File: src/rtl/gated_clock_ctrl_pkg.sv
// Shared types for the gated-clock sequencer.
// State encodings and counter width helper.
package gated_clock_ctrl_pkg;

  typedef enum logic [2:0] {
    GC_RUN       = 3'd0,
    GC_OFF_PEND  = 3'd1,
    GC_OFF       = 3'd2,
    GC_WAKE_PEND = 3'd3,
    GC_SETTLE    = 3'd4
  } gc_state_e;

  function automatic int gc_cnt_w(input int lim);
    return (lim < 1) ? 1 : $clog2(lim + 1);
  endfunction

endpackage

File: src/rtl/gc_sat_counter.sv
// Saturating up-counter with clear and at-limit flag.
// Holds at LIMIT until cleared.
module gc_sat_counter
  import gated_clock_ctrl_pkg::*;
#(
  parameter int LIMIT = 15
) (
  input  logic CLK,
  input  logic RST,
  input  logic clr,
  input  logic en,
  output logic at_lim
);

  localparam int W = gc_cnt_w(LIMIT);
  localparam logic [W-1:0] LIM = W'(LIMIT);

  logic [W-1:0] cnt;

  assign at_lim = (cnt == LIM);

  always_ff @(posedge CLK) begin
    if (RST || clr) begin
      cnt <= '0;
    end else if (en && !at_lim) begin
      cnt <= cnt + W'(1);
    end
  end

endmodule

File: src/rtl/gated_clock_ctrl.sv
// Always-on sequencer driving the COND/COND_EN side of a GatedClock
// and tracking its registered COND_OUT for sleep, wake and settle.
module gated_clock_ctrl
  import gated_clock_ctrl_pkg::*;
#(
  parameter bit INIT         = 1'b1,
  parameter int IDLE_CYCLES  = 16,
  parameter int WAKE_CYCLES  = 4,
  parameter int PEND_TIMEOUT = 4
) (
  input  logic        CLK,
  input  logic        RST,
  input  logic        AUTO_EN,
  input  logic        ACTIVITY,
  input  logic        SLEEP_REQ,
  input  logic        WAKE_REQ,
  output logic        COND,
  output logic        COND_EN,
  input  logic        COND_OUT,
  output logic        READY,
  output logic        SLEEPING,
  output logic        ERR,
  output logic [15:0] SLEEP_COUNT
);

  localparam gc_state_e RST_ST = INIT ? GC_RUN : GC_OFF;

  gc_state_e   state_q, state_d;
  logic        cond_q, cond_d;
  logic        cond_en_q, cond_en_d;
  logic        ready_q, ready_d;
  logic        slp_q, slp_d;
  logic        err_q, err_d;
  logic        wpend_q, wpend_d;
  logic        mis_q, mis_d;
  logic [15:0] sleep_cnt_q, sleep_cnt_d;
  logic        idle_go, pend_in, setl_in, wake_in, mism;
  logic        idle_at, pend_at, setl_at;

  assign idle_go = (state_q == GC_RUN) && AUTO_EN && !ACTIVITY;
  assign pend_in = (state_q == GC_OFF_PEND)
                || (state_q == GC_WAKE_PEND);
  assign setl_in = (state_q == GC_SETTLE);
  assign wake_in = WAKE_REQ || ACTIVITY;

  gc_sat_counter #(.LIMIT(IDLE_CYCLES)) u_idle (
    .CLK(CLK), .RST(RST),
    .clr(!idle_go), .en(idle_go),
    .at_lim(idle_at)
  );

  // Last waiting cycle is the timeout cycle
  gc_sat_counter #(.LIMIT(PEND_TIMEOUT - 1)) u_pend (
    .CLK(CLK), .RST(RST),
    .clr(!pend_in), .en(pend_in),
    .at_lim(pend_at)
  );

  gc_sat_counter #(.LIMIT(WAKE_CYCLES - 1)) u_setl (
    .CLK(CLK), .RST(RST),
    .clr(!setl_in), .en(setl_in),
    .at_lim(setl_at)
  );

  always_comb begin
    state_d     = state_q;
    cond_d      = cond_q;
    cond_en_d   = 1'b0;
    ready_d     = ready_q;
    slp_d       = slp_q;
    err_d       = err_q;
    wpend_d     = wpend_q;
    mis_d       = 1'b0;
    sleep_cnt_d = sleep_cnt_q;
    mism        = 1'b0;
    unique case (state_q)
      GC_RUN: begin
        mism = !COND_OUT;
        if ((SLEEP_REQ || idle_at) && !wake_in) begin
          state_d   = GC_OFF_PEND;
          cond_d    = 1'b0;
          cond_en_d = 1'b1;
          ready_d   = 1'b0;
        end
      end
      GC_OFF_PEND: begin
        if (wake_in) wpend_d = 1'b1;
        if (!COND_OUT) begin
          state_d     = GC_OFF;
          slp_d       = 1'b1;
          sleep_cnt_d = sleep_cnt_q + 16'd1;
        end else if (pend_at) begin
          state_d = GC_OFF;
          err_d   = 1'b1;
        end
      end
      GC_OFF: begin
        mism = COND_OUT;
        if (wake_in || wpend_q) begin
          state_d   = GC_WAKE_PEND;
          cond_d    = 1'b1;
          cond_en_d = 1'b1;
          slp_d     = 1'b0;
          wpend_d   = 1'b0;
        end
      end
      GC_WAKE_PEND: begin
        if (COND_OUT) begin
          state_d = GC_SETTLE;
        end else if (pend_at) begin
          state_d = GC_SETTLE;
          err_d   = 1'b1;
        end
      end
      GC_SETTLE: begin
        if (setl_at) begin
          state_d = GC_RUN;
          ready_d = 1'b1;
        end
      end
      default: state_d = RST_ST;
    endcase
    // Second consecutive disagreement rewrites the gate
    if (mism && (state_d == state_q)) begin
      if (mis_q) begin
        cond_en_d = 1'b1;
        cond_d    = (state_q == GC_RUN);
      end else begin
        mis_d = 1'b1;
      end
    end
  end

  always_ff @(posedge CLK) begin
    if (RST) begin
      state_q     <= RST_ST;
      cond_q      <= INIT;
      cond_en_q   <= 1'b0;
      ready_q     <= INIT;
      slp_q       <= !INIT;
      err_q       <= 1'b0;
      wpend_q     <= 1'b0;
      mis_q       <= 1'b0;
      sleep_cnt_q <= '0;
    end else begin
      state_q     <= state_d;
      cond_q      <= cond_d;
      cond_en_q   <= cond_en_d;
      ready_q     <= ready_d;
      slp_q       <= slp_d;
      err_q       <= err_d;
      wpend_q     <= wpend_d;
      mis_q       <= mis_d;
      sleep_cnt_q <= sleep_cnt_d;
    end
  end

  assign COND        = cond_q;
  assign COND_EN     = cond_en_q;
  assign READY       = ready_q;
  assign SLEEPING    = slp_q;
  assign ERR         = err_q;
  assign SLEEP_COUNT = sleep_cnt_q;

endmodule
File: config.mk
export PLATFORM = sky130hd
export DESIGN_NAME = gated_clock_ctrl
export DESIGN_NICKNAME = d
export VERILOG_FILES = /design/src/rtl/gated_clock_ctrl_pkg.sv /design/src/rtl/gc_sat_counter.sv /design/src/rtl/gated_clock_ctrl.sv
export SDC_FILE = /design/constraint.sdc
export NUM_CORES = 1
export LEC_CHECK = 0
export ABC_AREA = 1
export ABC_CLOCK_PERIOD_IN_PS = 1800
export CAP_MARGIN = 20
export CORE_ASPECT_RATIO = 1.2
export CORE_UTILIZATION = 53
export DETAILED_ROUTE_END_ITERATION = 8
export PLACE_DENSITY_LB_ADDON = 0.15
export SYNTH_ARGS = -nofsm -noshare
export SYNTH_HDL_FRONTEND = slang
export SYNTH_SLANG_ARGS = --single-unit
export TNS_END_PERCENT = 20
File: constraint.sdc
create_clock -name CLK -period 1.8 [get_ports CLK]
set_input_delay 0.36 -clock CLK [delete_from_list [all_inputs] [get_ports CLK]]
set_output_delay 0.36 -clock CLK [all_outputs]
set_load 0.05 [all_outputs]
==> reports/qor.csv <==
stage,metric,value,unit
synth,syn_avg_cell_area,6.843,um2
timing,fin_tns_setup,0,ns
timing,final_min_period_over_clock_period,88.52,%
detailed_routing,drcViolationCount,0,
layout,nets,308,
hold_path,hp-class,register to register,
pwr,power_frac_comb,10.3,%
cts,clock_sinks,35,
cts,clkLatencyLatePin,0.34,ns
layout,final_cells,333,
detailed_routing,antenna_left,0,
cts,ctsHoldBuffers,0,
synth,ys_warn_count,0,
critical_path,critPathMaxStageDelay,0.37,ns
synth,syn_inst,258,
placement,dp_hpwl,2841,um
pwr,pwr-share-clk,34.7,%
timing,rsz0062_at_grt,false,
global_routing,grt_pass1_vias,1463,
layout,design_area,2152,um2
global_routing,grt.overflow.total,0,
synth,syn-num-nets,270,
placement,place_area,2076,um2
layout,drive_gt1_share,16.16,%
detailed_routing,drtIter0Drc,46,
die,die_height,65.23,um
timing,finalClockSkew,0.008120,ns
pwr,p_int,0.001073,W
pwr,leakage,0.9419,nW
placement,placed_cells,325,
global_routing,grt_pass1_wl,6099,um
placement,gp_congestion,0.8274,
pwr,ir_drop,0.5620,mV
die,start_util,56.76,%
die,die_w,54.69,um
die,core_area,3110,um2
synth,synth_area,1765,um2
critical_path,crit_chain,inv_1 -> ha_1 -> nand2_1 -> inv_1 -> nand2_1 -> nand2_1 -> nand2_1 -> nand2_1 -> a21oi_2 -> nand2_1 -> nand2_1 -> nand3_1,
layout,diodes,0,
detailed_routing,num_vias,1673,
critical_path,critPathMaxFanout,4,
critical_path,cp_slowest_cell,dfxtp_1,
critical_path,critPathLaunchType,register,
pwr,seq_power_share,55.0,%
critical_path,path_class,register to register,
detailed_routing,wl_per_cell,11.25,um
detailed_routing,vias_per_cell,5.024,
critical_path,required,2.05,ns
placement,io_buffer_count,27,
critical_path,critical_path_arrival,1.84,ns
die,ioPinCount,28,
cts,numCtsBuffers,5,
cts,clk_pin_slew_worst_paths,0.11,ns
cts,cts-root-buf,clkbuf_4,
cts,h-tree-depth,2,
timing,finalHoldViolCount,0,
timing,tightest_slew,0.4792,ns
layout,fillerInstances,295,
die,rows,22,
pwr,p_per_area,674.5,nW/um2
outcome,run_status,finished clean,
layout,multi_input_area,918.4,um2
synth,ys_types,26,
synth,ys_seq_area_share,39.69,%
layout,fin_util,69.19,%
timing,setup_viol,0,
layout,seqCellArea,701.9,um2
cts,postCtsSetupBuffers,0,
layout,synthToLayoutAreaGrowth,21.90,%
global_routing,grt_use_total,24.06,%
timing,hold-worst-slack,0.4626,ns
die,die-area,3567,um2
timing,maxSlewViolCount,0,
timing,timing.slew.headroom,67.81,%
global_routing,grt_max_degree,17,
critical_path,end_kind,register,
critical_path,crit_top_cell,nand2_1,
timing,fmax,0.6276,GHz
global_routing,antenna_found_initial,0,
detailed_routing,dr.pass1.iters,4,
job,maxCapViolCount,0,
timing,period_minus_slack,1.593,ns
cts,clockBufferDepth,2,
pwr,p_sw_share,26.09,%
detailed_routing,routed_wl,3747,um
cts,cts_tree,done,
synth,ys_ff_latch,35,
pwr,p_switching,0.0003787,W
cell type report:
| type | count | area share (%) |
|---|---|---|
| clock buffer | 7 | 3.023 |
| sequential | 35 | 32.62 |
| timing repair buffer | 36 | 13.31 |
| clock inverter | 1 | 0.3488 |
| tap | 36 | 2.093 |
| inverter | 34 | 5.930 |
| multi-input combinational | 184 | 42.67 |
worst max-delay path: cells and delay by family, from the launching register on:
family                     cells  cell delay (ns)
adders and majority gates      1             0.19
DFF                            1             0.37
AOI/OAI and AO/OA              1             0.15
and+or+nand+nor                8             0.68
buffers and inverters          2             0.10
sequential cells by signal, summed over array words and instances, names as in the netlist, 2 cells and up:
| signal | flops |
|---|---|
| state_q | 3 |
| u_pend.cnt | 2 |
| SLEEP_COUNT | 16 |
| u_idle.cnt | 5 |
| u_setl.cnt | 2 |
synth_stat cells, drive strengths merged:
library cell / count / area share, %
nand2: 65 / 14
dfxtp: 35 / 40
inv: 34 / 7.2
nor2: 34 / 8.1
a21oi: 25 / 7.1
nand3: 17 / 5.1
o21ai: 12 / 3.4
nor3: 10 / 3.1
xor2: 6 / 3.0
ha: 5 / 3.5
clkbuf: 4 / 0.85
nand4: 2 / 0.71
xnor2: 2 / 0.99
a211oi: 1 / 0.43
a311oi: 1 / 0.50
a31oi: 1 / 0.35
buf: 1 / 0.43
nand3b: 1 / 0.43
nor3b: 1 / 0.71
o21a: 1 / 0.43
logic make-up after synthesis:
logic type      Yosys count  synth area share, %
xor+xnor                  8                3.969
buf+inv                  39                8.504
flops                    35                39.69
fa+ha+maj                 5                3.544
compound gates           41                12.19
simple gates            130                32.11
layout by cell type (no fill, tap or decap), types with 2 or more instances in the layout:
cell / instances
a21oi_1: 24
buf_4: 29
clkbuf_4: 5
clkbuf_8: 2
clkdlybuf4s50_1: 6
dfxtp_1: 34
ha_1: 5
inv_1: 31
inv_2: 3
nand2_1: 64
nand3_1: 16
nand4_1: 2
nor2_1: 32
nor2_4: 2
nor3_1: 9
o21ai_0: 11
xnor2_1: 2
xor2_1: 6
path summary, 6_finish.rpt:
check	end	slack (ns)	cells after the start	from
worst max-delay path	COND$_SDFF_PP1_	0.21	12	u_idle.cnt[1]$_SDFFE_PP0P_
worst min-delay path	wpend_q$_SDFFE_PP0P_	0.46	2	wpend_q$_SDFFE_PP0P_
worst max register to register	COND$_SDFF_PP1_	0.21	12	u_idle.cnt[1]$_SDFFE_PP0P_
worst min register to register	wpend_q$_SDFFE_PP0P_	0.46	2	wpend_q$_SDFFE_PP0P_
through the flow:
stage	setup WS, ns	power (W)
CTS	0.09651	0.001471
floorplan	0.03172	0.0009121
finish	0.2066	0.001452
global placement	0.05388	0.0009640
global route	0.02735	0.001530
detailed placement	0.03001	0.0009647
layer usage:
layer  vias up  wire (um)  global-route usage [%]  part of all wire [%]
met4         0         68                   9.615                   1.8
li1        901          -                       -                     -
met1       739       1653                   27.05                    44
met3         6        134                   6.944                   3.6
met5         -          0                       0                     0
met2        27       1891                   40.81                    50
repair_timing:
action | in CTS | in global routing
cloned | 0 | 0
endpoints found under the setup margin | 1 | 3
pin swaps | 0 | 0
resized for setup | 1 | 2
power groups by stage:
stage               registers (W)  logic (W)  clock network, W
floorplan                0.000841  0.0000715                 0
global placement         0.000816   0.000148                 0
detailed placement       0.000816   0.000148                 0
CTS                      0.000798   0.000148          0.000524
global route             0.000801   0.000164          0.000564
finish                   0.000799   0.000149          0.000504
Note: power is estimated with default switching activity, not from simulation.
